--- src/rtl/dffset_arb.sv ---
// Two-requester round-robin arbiter owning a shared set-able register.
// Each access takes a fixed IDLE -> GRANT -> RECOVER slot with a one-cycle grant pulse.
module dffset_arb #(
  parameter int WIDTH = 8
) (
  input  logic             clk,
  input  logic             rst_n,
  input  logic [1:0]       req,
  input  logic [1:0]       set_req,
  input  logic [WIDTH-1:0] wdata0,
  input  logic [WIDTH-1:0] wdata1,
  output logic [1:0]       gnt,
  output logic             busy,
  output logic             owner,
  output logic [WIDTH-1:0] q
);

  typedef enum logic [1:0] {IDLE, GRANT, RECOVER} state_t;

  state_t           state;
  logic             ptr;
  logic             win;
  logic             cap_set;
  logic [WIDTH-1:0] cap_data;

  // On a tie the requester that did not win last time goes first.
  always_comb begin
    win = 1'b0;
    case (req)
      2'b01:   win = 1'b0;
      2'b10:   win = 1'b1;
      2'b11:   win = ~ptr;
      default: win = 1'b0;
    endcase
  end

  always_ff @(posedge clk or negedge rst_n) begin
    if (!rst_n) begin
      state    <= IDLE;
      gnt      <= 2'b00;
      busy     <= 1'b0;
      owner    <= 1'b0;
      ptr      <= 1'b1;
      cap_set  <= 1'b0;
      cap_data <= '0;
      q        <= '0;
    end else begin
      case (state)
        IDLE: begin
          if (req != 2'b00) begin
            gnt      <= win ? 2'b10 : 2'b01;
            owner    <= win;
            busy     <= 1'b1;
            cap_set  <= set_req[win];
            cap_data <= win ? wdata1 : wdata0;
            state    <= GRANT;
          end
        end
        // The access is committed from the captured copy, so late input changes are ignored.
        GRANT: begin
          q     <= cap_set ? {WIDTH{1'b1}} : cap_data;
          ptr   <= owner;
          gnt   <= 2'b00;
          state <= RECOVER;
        end
        RECOVER: begin
          busy  <= 1'b0;
          state <= IDLE;
        end
        default: begin
          gnt   <= 2'b00;
          busy  <= 1'b0;
          state <= IDLE;
        end
      endcase
    end
  end

endmodule
--- config.mk ---
export PLATFORM = sky130hd
export DESIGN_NAME = dffset_arb
export DESIGN_NICKNAME = d
export VERILOG_FILES = /design/src/rtl/dffset_arb.sv
export SDC_FILE = /design/constraint.sdc
export NUM_CORES = 1
export LEC_CHECK = 0
export CAP_MARGIN = 25
export CORE_UTILIZATION = 45
export CTS_BUF_LIST = sky130_fd_sc_hd__clkbuf_8 sky130_fd_sc_hd__clkbuf_16
export CTS_CLUSTER_DIAMETER = 30
export DETAILED_ROUTE_END_ITERATION = 12
export HOLD_SLACK_MARGIN = 0.06
export PLACE_DENSITY = 0.83
export SYNTH_ARGS = -nofsm -noshare
export SYNTH_HDL_FRONTEND = slang
export SYNTH_SLANG_ARGS = --single-unit
--- constraint.sdc ---
create_clock -name clk -period 1.75 [get_ports clk]
set_clock_uncertainty 0.1 [all_clocks]
set_input_delay 0.35 -clock clk [delete_from_list [all_inputs] [get_ports clk]]
set_output_delay 0.35 -clock clk [all_outputs]
set_load 0.005 [all_outputs]
Yosys cells after proc, flatten, opt, wreduce, memory -nomap -nowiden:

Index checks and enable logic that the tools add are counted.

* bits in registers: 24
* bits of input ports: 22
* output and inout port bits: 12
* word-level logic and storage cells: 34

* magnitude comparators: 1
* equal/unequal tests: 5
* multiplexer cells: 12
* bitwise operators: 3
* reductions and logical operators: 5

Operator list (count)
* two-way mux 8 bit: 2
* one-hot mux 2 bit (2 select lines): 2
* equality test 2 bit (second input constant): 3
* two-way mux 2 bit: 3
* AND reduction 2 bit: 3
* one-hot mux 1 bit (2 select lines): 2
* two-way mux 1 bit: 3
* inverter 1 bit: 3
* equality test 2 x 1 -> 1 bit (second input constant): 1
* zero test 2 bit: 1
* less-than comparator 1 x 2 -> 1 bit (second input constant): 1
* != test 2 bit (second input constant): 1
* nonzero test 2 bit: 1

Longest topological paths before layout:

Gate-level depths: netlist (run 1).

* word-level depth: 5
* mapped depth: 5
* gate-level depth less buffers: 3

Least setup slack after synthesis (run 1):

OpenSTA, ideal clock, no wires.

* kind: input port to flip-flop
* start point: in req[1]
* end point: reg cap_data[1]
* library setup time: 125 ps
* arrival time: 1288 ps
* data required time: 1525 ps
* slack: 237 ps
* stages: 4
* path buffers: 1
* path through: a21boi_1 -> buf_6 -> mux2_4 -> mux2_2

* word-level cells in the longest chain between the ends: 3
* elaborated cells on any way between the ends: 6
* those cells by class: eq/ne: 2; mux: 2; reduce/logical: 2

Ends and longest elaborated chain
* start, declared: RTL line 8 `input logic [1:0] req,`
* equality test 2 bit: RTL line 29 `case (req)`
* one-hot mux 1 bit (2 select lines): RTL line 29
* two-way mux 8 bit: RTL line 55 `cap_data <= win ? wdata1 : wdata0;`
* end signal, assigned: RTL line 55
* end, declared: RTL line 24 `logic [WIDTH-1:0] cap_data;`

Several ways; a longest one is shown, not always the timed one.
A chain may end at the register's enable or synchronous reset.

Worst setup path after layout (run 1):

* start point: reg ptr
* end point: reg cap_set

* word-level cells in the longest chain between the ends: 4

Ends and longest elaborated chain
* start, declared: RTL line 21 `logic ptr;`
* start signal, assigned: RTL line 62 `ptr <= owner;`
* inverter 1 bit: RTL line 32 `2'b11: win = ~ptr;`
* one-hot mux 1 bit (2 select lines): RTL line 29
* two-way mux 1 bit (implied by the code) (2 in series): RTL line 54 `cap_set <= set_req[win];`
* end signal, assigned: RTL line 54
* end, declared: RTL line 23 `logic cap_set;`

Every way passes these cells. The select of a mux whose other input is x is not followed.

==> impl_metrics.env, run 1 <==
export IMPL_path_max_fanout=5
export IMPL_seq_power_share_pct=40.0
export IMPL_final_common_cell="clkdlybuf4s50_1"
export IMPL_outcome="complete, no violations"
export IMPL_syn_area_per_cell_um2=12.13
export IMPL_cts_tree="built"
export IMPL_nets=154
export IMPL_worstPathArrival_ps=1780
export IMPL_synthXorXnorAreaFrac_pct=0
export IMPL_track_usage_pct=23.48
export IMPL_yosys_area_share_simple_pct=8.324
export IMPL_p_leak_nw=0.7379
export IMPL_die_x_um=50.70
export IMPL_swShare_pct=30.87
export IMPL_rows=17
export IMPL_syn2layout_area_growth_pct=50.88
export IMPL_vdd_ir_drop_max_v=0.001045
export IMPL_die_area_um2=2570
export IMPL_gp_congestion=0.6974
export IMPL_firstDrtPassIters=4
export IMPL_met1_usage_pct=32.14
export IMPL_drc=0
export IMPL_synth_warnings=0
export IMPL_min_path_type="in2async"
export IMPL_p_comb_share_pct=41.9
export IMPL_critical_path_slowest_cell="dfstp_2"
export IMPL_routed_wl_um=2566
export IMPL_antenna_cells=0
export IMPL_portBuffers=33
export IMPL_synth_cell_types=18
export IMPL_slew_violations=0
export IMPL_grt_pass1_vias=834
export IMPL_fp_dieH_um=50.70
export IMPL_htreeDepth=1
export IMPL_placed_area_um2=1475
export IMPL_viasPerCell=5.245
export IMPL_post_route_min_period_ps=1716
export IMPL_hpwl_um=1752
export IMPL_syn_num_nets=110
export IMPL_worstSetupPathType="reg2reg"
export IMPL_p_int_mw=1.855
export IMPL_grt_start_max_net_pins=18
export IMPL_rsz0062_at_grt="no"
export IMPL_final_util_pct=72.10
export IMPL_finalSetupViolations=0
export IMPL_num_vias=834
export IMPL_wire_per_inst_um=16.14
export IMPL_synth_top_family_by_area="multiplexers"
export IMPL_cp_required_ps=1810
export IMPL_crit_path_end_kind="register"
export IMPL_clk_latency_ps=270
export IMPL_grt_pass1_wl_um=4202
export IMPL_core_area_um2=2233
export IMPL_postSynthCellCount=88
export IMPL_grt_overflow_total=0
export IMPL_switchingPower_uw=828.3
export IMPL_postRouteAntennaNets=0
export IMPL_pin_count=34
export IMPL_gr_usage_met3_pct=2.727
export IMPL_initial_core_util_pct=47.79
export IMPL_grt_busiest_layer="met2"
export IMPL_root_buffer="clkbuf_8"
export IMPL_synth_area_um2=1067
export IMPL_fin_area_um2=1610
export IMPL_power_density_nw_per_um2=1666
export IMPL_ys_seq_area_share_pct=56.39
export IMPL_layout_common_cells="31 x clkdlybuf4s50_1, 23 x dfrtp_1, 11 x mux2_2"
export IMPL_cap_violations=0
export IMPL_hold_violations=0
export IMPL_synthAdderAreaFrac_pct=0
export IMPL_path_cells="a21boi_4 > buf_4 > buf_8 > mux2_4 > mux2_2"
export IMPL_clk_pin_slew_ps=90
export IMPL_initialDrtViolationCount=14
export IMPL_ys_ff_latch=24
export IMPL_numCtsBuffers=3
export IMPL_pwr_share_clk_pct=18.1
export IMPL_cts_sinks=24
export IMPL_hold_buffers=0
export IMPL_worst_slew_pin_slew_ps=421.1
export IMPL_synth_compound_area_share_pct=8.558
export IMPL_grt_use_met2_pct=37.56
export IMPL_relSlewSlack_pct=71.84
export IMPL_slowest_delay_ps=590
export IMPL_cts_max_path_buffers=2
export IMPL_p_total_mw=2.683
export IMPL_fin_crit_sh_pct=98.04
export IMPL_antenna_found_initial=0
export IMPL_synth_area_mux_share_pct=22.86
export IMPL_max_freq_mhz=582.9
export IMPL_drive_gt1_share_pct=27.48
export IMPL_startpoint_type="register"
-- metal layers --
metal / share of wire [%] / wire length [µm]
met2: 52 / 1344
met5: 0 / 0
met3: 3.4 / 88
met4: 2.5 / 64
met1: 42 / 1068
-- Yosys cell counts, drive strengths merged --
cell type | instances | area [µm²]
nor2 | 9 | 33.78
o21ai | 10 | 50.05
nand2 | 8 | 30.03
a21boi | 1 | 7.510
a22o | 1 | 8.760
mux2 | 19 | 244.0
nor2b | 1 | 6.260
o21bai | 1 | 7.510
buf | 5 | 30.02
a22oi | 1 | 7.510
a21oi | 2 | 10.01
inv | 3 | 11.26
nand2b | 3 | 18.77
dfstp | 1 | 26.28
dfrtp | 23 | 575.6
-- final timing paths --
path,startpoint,to,slack (ps),cells past startpoint
worst max-delay path,ptr,cap_set,30,5
worst min-delay path,rst_n,q[5],270,1
worst max register to register,ptr,cap_set,30,5
worst min register to register,q[3],q[3],390,2
max in group asynchronous,rst_n,state[1],850,2
min in group clk,q[3],q[3],390,2
-- power groups by stage --
stage	clock network [mW]	registers (mW)	logic [mW]
2_1_floorplan	0	1.01	0.581
3_3_place_gp	0	1.04	1.01
3_5_place_dp	0	1.07	1.05
4_1_cts	0.491	1.07	1.12
5_1_grt	0.518	1.10	1.23
6_report	0.486	1.07	1.12
-- sequential cells by signal, indices dropped and copies added (netlist names) --
register	flops
cap_data	8
q	8
gnt	2
state	2
busy	1
cap_set	1
owner	1
ptr	1
-- final cells by class --
| type | count | area [µm²] |
|---|---|---|
| clock buffer | 3 | 41.29 |
| inverter | 3 | 11.26 |
| fill | 158 | 623.1 |
| sequential | 24 | 601.8 |
| tap | 28 | 35.03 |
| timing repair buffer | 44 | 455.4 |
| multi-input combinational | 56 | 435.4 |
| clock inverter | 1 | 30.03 |
-- critical path: cells and delay by family, from the launching register on --
family / cells / cell delay, ps
buffers and inverters: 2 / 280
muxes: 2 / 550
DFF: 1 / 590
AOI/OAI and AO/OA: 1 / 80
-- repair_timing --
item / 4_1_cts / 5_1_grt
setup buffers: 2 / 0
endpoints found under the setup margin: 9 / 0
gates resized for setup: 6 / 0
-- cells by family (layout without fill, tap and decap cells) --
logic type	after synthesis	count (layout)
mux	19	19
buf+inv	8	51
flops	24	24
compound gates	16	16
simple gates	21	21
-- metrics by stage --
| step | std cells | hold WS (ps) | setup slack [ps] | TNS [ps] |
|---|---|---|---|---|
| after floorplan | 88 | -45.59 | 237.4 | 0 |
| after global placement | 152 | 361.1 | -314.4 | -2688 |
| after detailed placement | 152 | 370.0 | -405.2 | -3587 |
| after CTS | 159 | 287.5 | 51.09 | 0 |
| after global routing | 159 | 300.6 | 25.18 | 0 |
| final | 159 | 273.9 | 34.36 | 0 |
(Power assumes the default switching activity.)
==> run 2: changes to the inputs <==
--- a/config.mk
+++ b/config.mk
@@ -6,6 +6,7 @@
 export NUM_CORES = 1
 export LEC_CHECK = 0
 export CAP_MARGIN = 25
+export CORE_MARGIN = 4
 export CORE_UTILIZATION = 45
 export CTS_BUF_LIST = sky130_fd_sc_hd__clkbuf_8 sky130_fd_sc_hd__clkbuf_16
 export CTS_CLUSTER_DIAMETER = 30
==> run 2 against run 1 <==
Core utilization down 3.1 points; fmax about the same; hold slack improved by 44 ps; cell count shrank 2.5%; die area grew 25%; sequential power is essentially flat; non-clock buffer count is 4 lower; via count decreased by 7.6%; routed wire length down 13%; sequential share of layout area up 1.7 points; power fell by 3.7%; setup slack improved by 1.3 ps; critical path type is now in2reg.
==> impl_metrics.env, run 2 (same netlist as run 1, synthesis figures left out) <==
export IMPL_hold_violations=0
export IMPL_viasPerCell=4.974
export IMPL_critical_path_slowest_cell="clkdlybuf4s50_1"
export IMPL_crit_path_end_kind="register"
export IMPL_firstDrtPassIters=4
export IMPL_grt_pass1_wl_um=3850
export IMPL_fp_dieH_um=56.70
export IMPL_power_density_nw_per_um2=1678
export IMPL_track_usage_pct=15.81
export IMPL_fill_cells=171
export IMPL_antenna_found_initial=0
export IMPL_r2r_setup_slack_ps=170
export IMPL_path_cells="clkdlybuf4s50_1 > a21boi_4 > buf_6 > mux2_4 > mux2_2"
export IMPL_postRouteAntennaNets=0
export IMPL_die_area_um2=3215
export IMPL_cp_top_family="buffers and inverters"
export IMPL_initialDrtViolationCount=9
export IMPL_min_path_type="in2async"
export IMPL_r2r_start="ptr"
export IMPL_rsz0062_at_grt="no"
export IMPL_fin_setup_tns_ps=0
export IMPL_clk_latency_ps=270
export IMPL_portBuffers=33
export IMPL_syn2layout_area_growth_pct=44.31
export IMPL_path_max_fanout=5
export IMPL_hpwl_um=1517
export IMPL_clk_pin_slew_ps=90
export IMPL_p_total_mw=2.584
export IMPL_numCtsBuffers=3
export IMPL_rows=17
export IMPL_root_buffer="clkbuf_8"
export IMPL_initial_core_util_pct=47.79
export IMPL_path_buf_inv=2
export IMPL_relSlewSlack_pct=76.99
export IMPL_grt_overflow_total=0
export IMPL_slew_violations=0
export IMPL_cts_sinks=24
export IMPL_post_route_min_period_ps=1714
export IMPL_cap_violations=0
export IMPL_drc=0
export IMPL_worst_slew_pin_slew_ps=345.1
export IMPL_layout_common_cells="32 x clkdlybuf4s50_1, 23 x dfrtp_1, 11 x mux2_2"
export IMPL_htreeDepth=1
export IMPL_cts_max_path_buffers=2
export IMPL_hold_buffers=0
export IMPL_die_x_um=56.70
export IMPL_cp_required_ps=1810
export IMPL_reg2reg_depth=4
export IMPL_vdd_ir_drop_max_v=0.001031
export IMPL_pin_count=34
export IMPL_placed_cells=150
export IMPL_biggestRegsByFlops="cap_data x8, q x8"
export IMPL_final_common_cell="clkdlybuf4s50_1"
export IMPL_drive_gt1_share_pct=25.20
export IMPL_gp_congestion=0.7324
export IMPL_r2r_end="cap_data[7]"
export IMPL_fin_cells=155
export IMPL_worstSetupPathType="in2reg"
export IMPL_num_vias=771
export IMPL_slowest_delay_ps=480
export IMPL_wire_per_inst_um=14.46
export IMPL_grt_pass1_vias=839
export IMPL_antenna_cells=0
export IMPL_core_area_um2=2233
export IMPL_p_leak_nw=0.6977
export IMPL_worstPathArrival_ps=1780
export IMPL_cts_tree="built"
export IMPL_routed_wl_um=2241
export IMPL_fin_crit_sh_pct=97.96
export IMPL_max_freq_mhz=583.3
export IMPL_startpoint_type="input pin"
export IMPL_finalSetupViolations=0
export IMPL_grt_start_max_net_pins=25
export IMPL_outcome="complete, no violations"
export IMPL_final_util_pct=68.96
export IMPL_nets=150
run 2: metal layers:
| layer | share of wire [%] | global-route usage [%] | up-vias |
|---|---|---|---|
| met5 | 0 | 0 | - |
| met4 | 2.1 | 7.458 | 0 |
| met3 | 5.6 | 4.828 | 5 |
| met2 | 52 | 26.40 | 22 |
| met1 | 40 | 18.29 | 371 |
| li1 | - | - | 373 |
run 2: metrics by stage:
stage	setup slack (ps)	hold WS (ps)	instance area (µm²)
global route	6.049	345.1	1540
CTS	32.77	326.3	1540
finish	35.63	317.9	1540
detailed placement	-351.8	371.6	1448
floorplan	237.4	-45.59	1067
global placement	-310.1	361.9	1448
run 2: area by class of cell:
type	count	area (µm²)	area share, %
well taps	28	35.03	2.275
inverters	3	11.26	0.7311
flip-flops and latches	24	601.8	39.07
multi-input cells	56	435.4	28.27
clock inverters	1	30.03	1.950
clock buffers	3	41.29	2.681
repair buffers	40	385.4	25.02
run 2: repair_timing:
action | 4_1_cts | 5_1_grt
endpoints found under the setup margin | 8 | 0
resized for setup | 5 | 0
setup buffers | 0 | 0
run 2: how the worst max path moves through the flow:
| stage | start | end | slack [ps] | cells past startpoint |
|---|---|---|---|---|
| 6_report | req[0] | cap_data[7] | 40 | 5 |
| 5_1_grt | req[0] | cap_data[7] | 6 | 5 |
| 4_1_cts | req[0] | cap_data[7] | 30 | 5 |
| 3_5_place_dp | req[1] | cap_data[7] | -350 | 5 |
| 3_3_place_gp | req[1] | cap_data[7] | -310 | 5 |
| 2_1_floorplan | req[1] | cap_data[1] | 240 | 4 |
run 2: where the power goes:
group	internal [mW]	switching (mW)	total [mW]
registers	0.852	0.208	1.06
logic	0.639	0.397	1.04
clock network	0.306	0.182	0.488
run 2: worst reg2reg max path, delay by kind of cell, from the launching register on:
kind                   cells  cell delay, ps
AOI/OAI and AO/OA          1              80
buffers and inverters      1             150
muxes                      2             560
DFF                        1             580
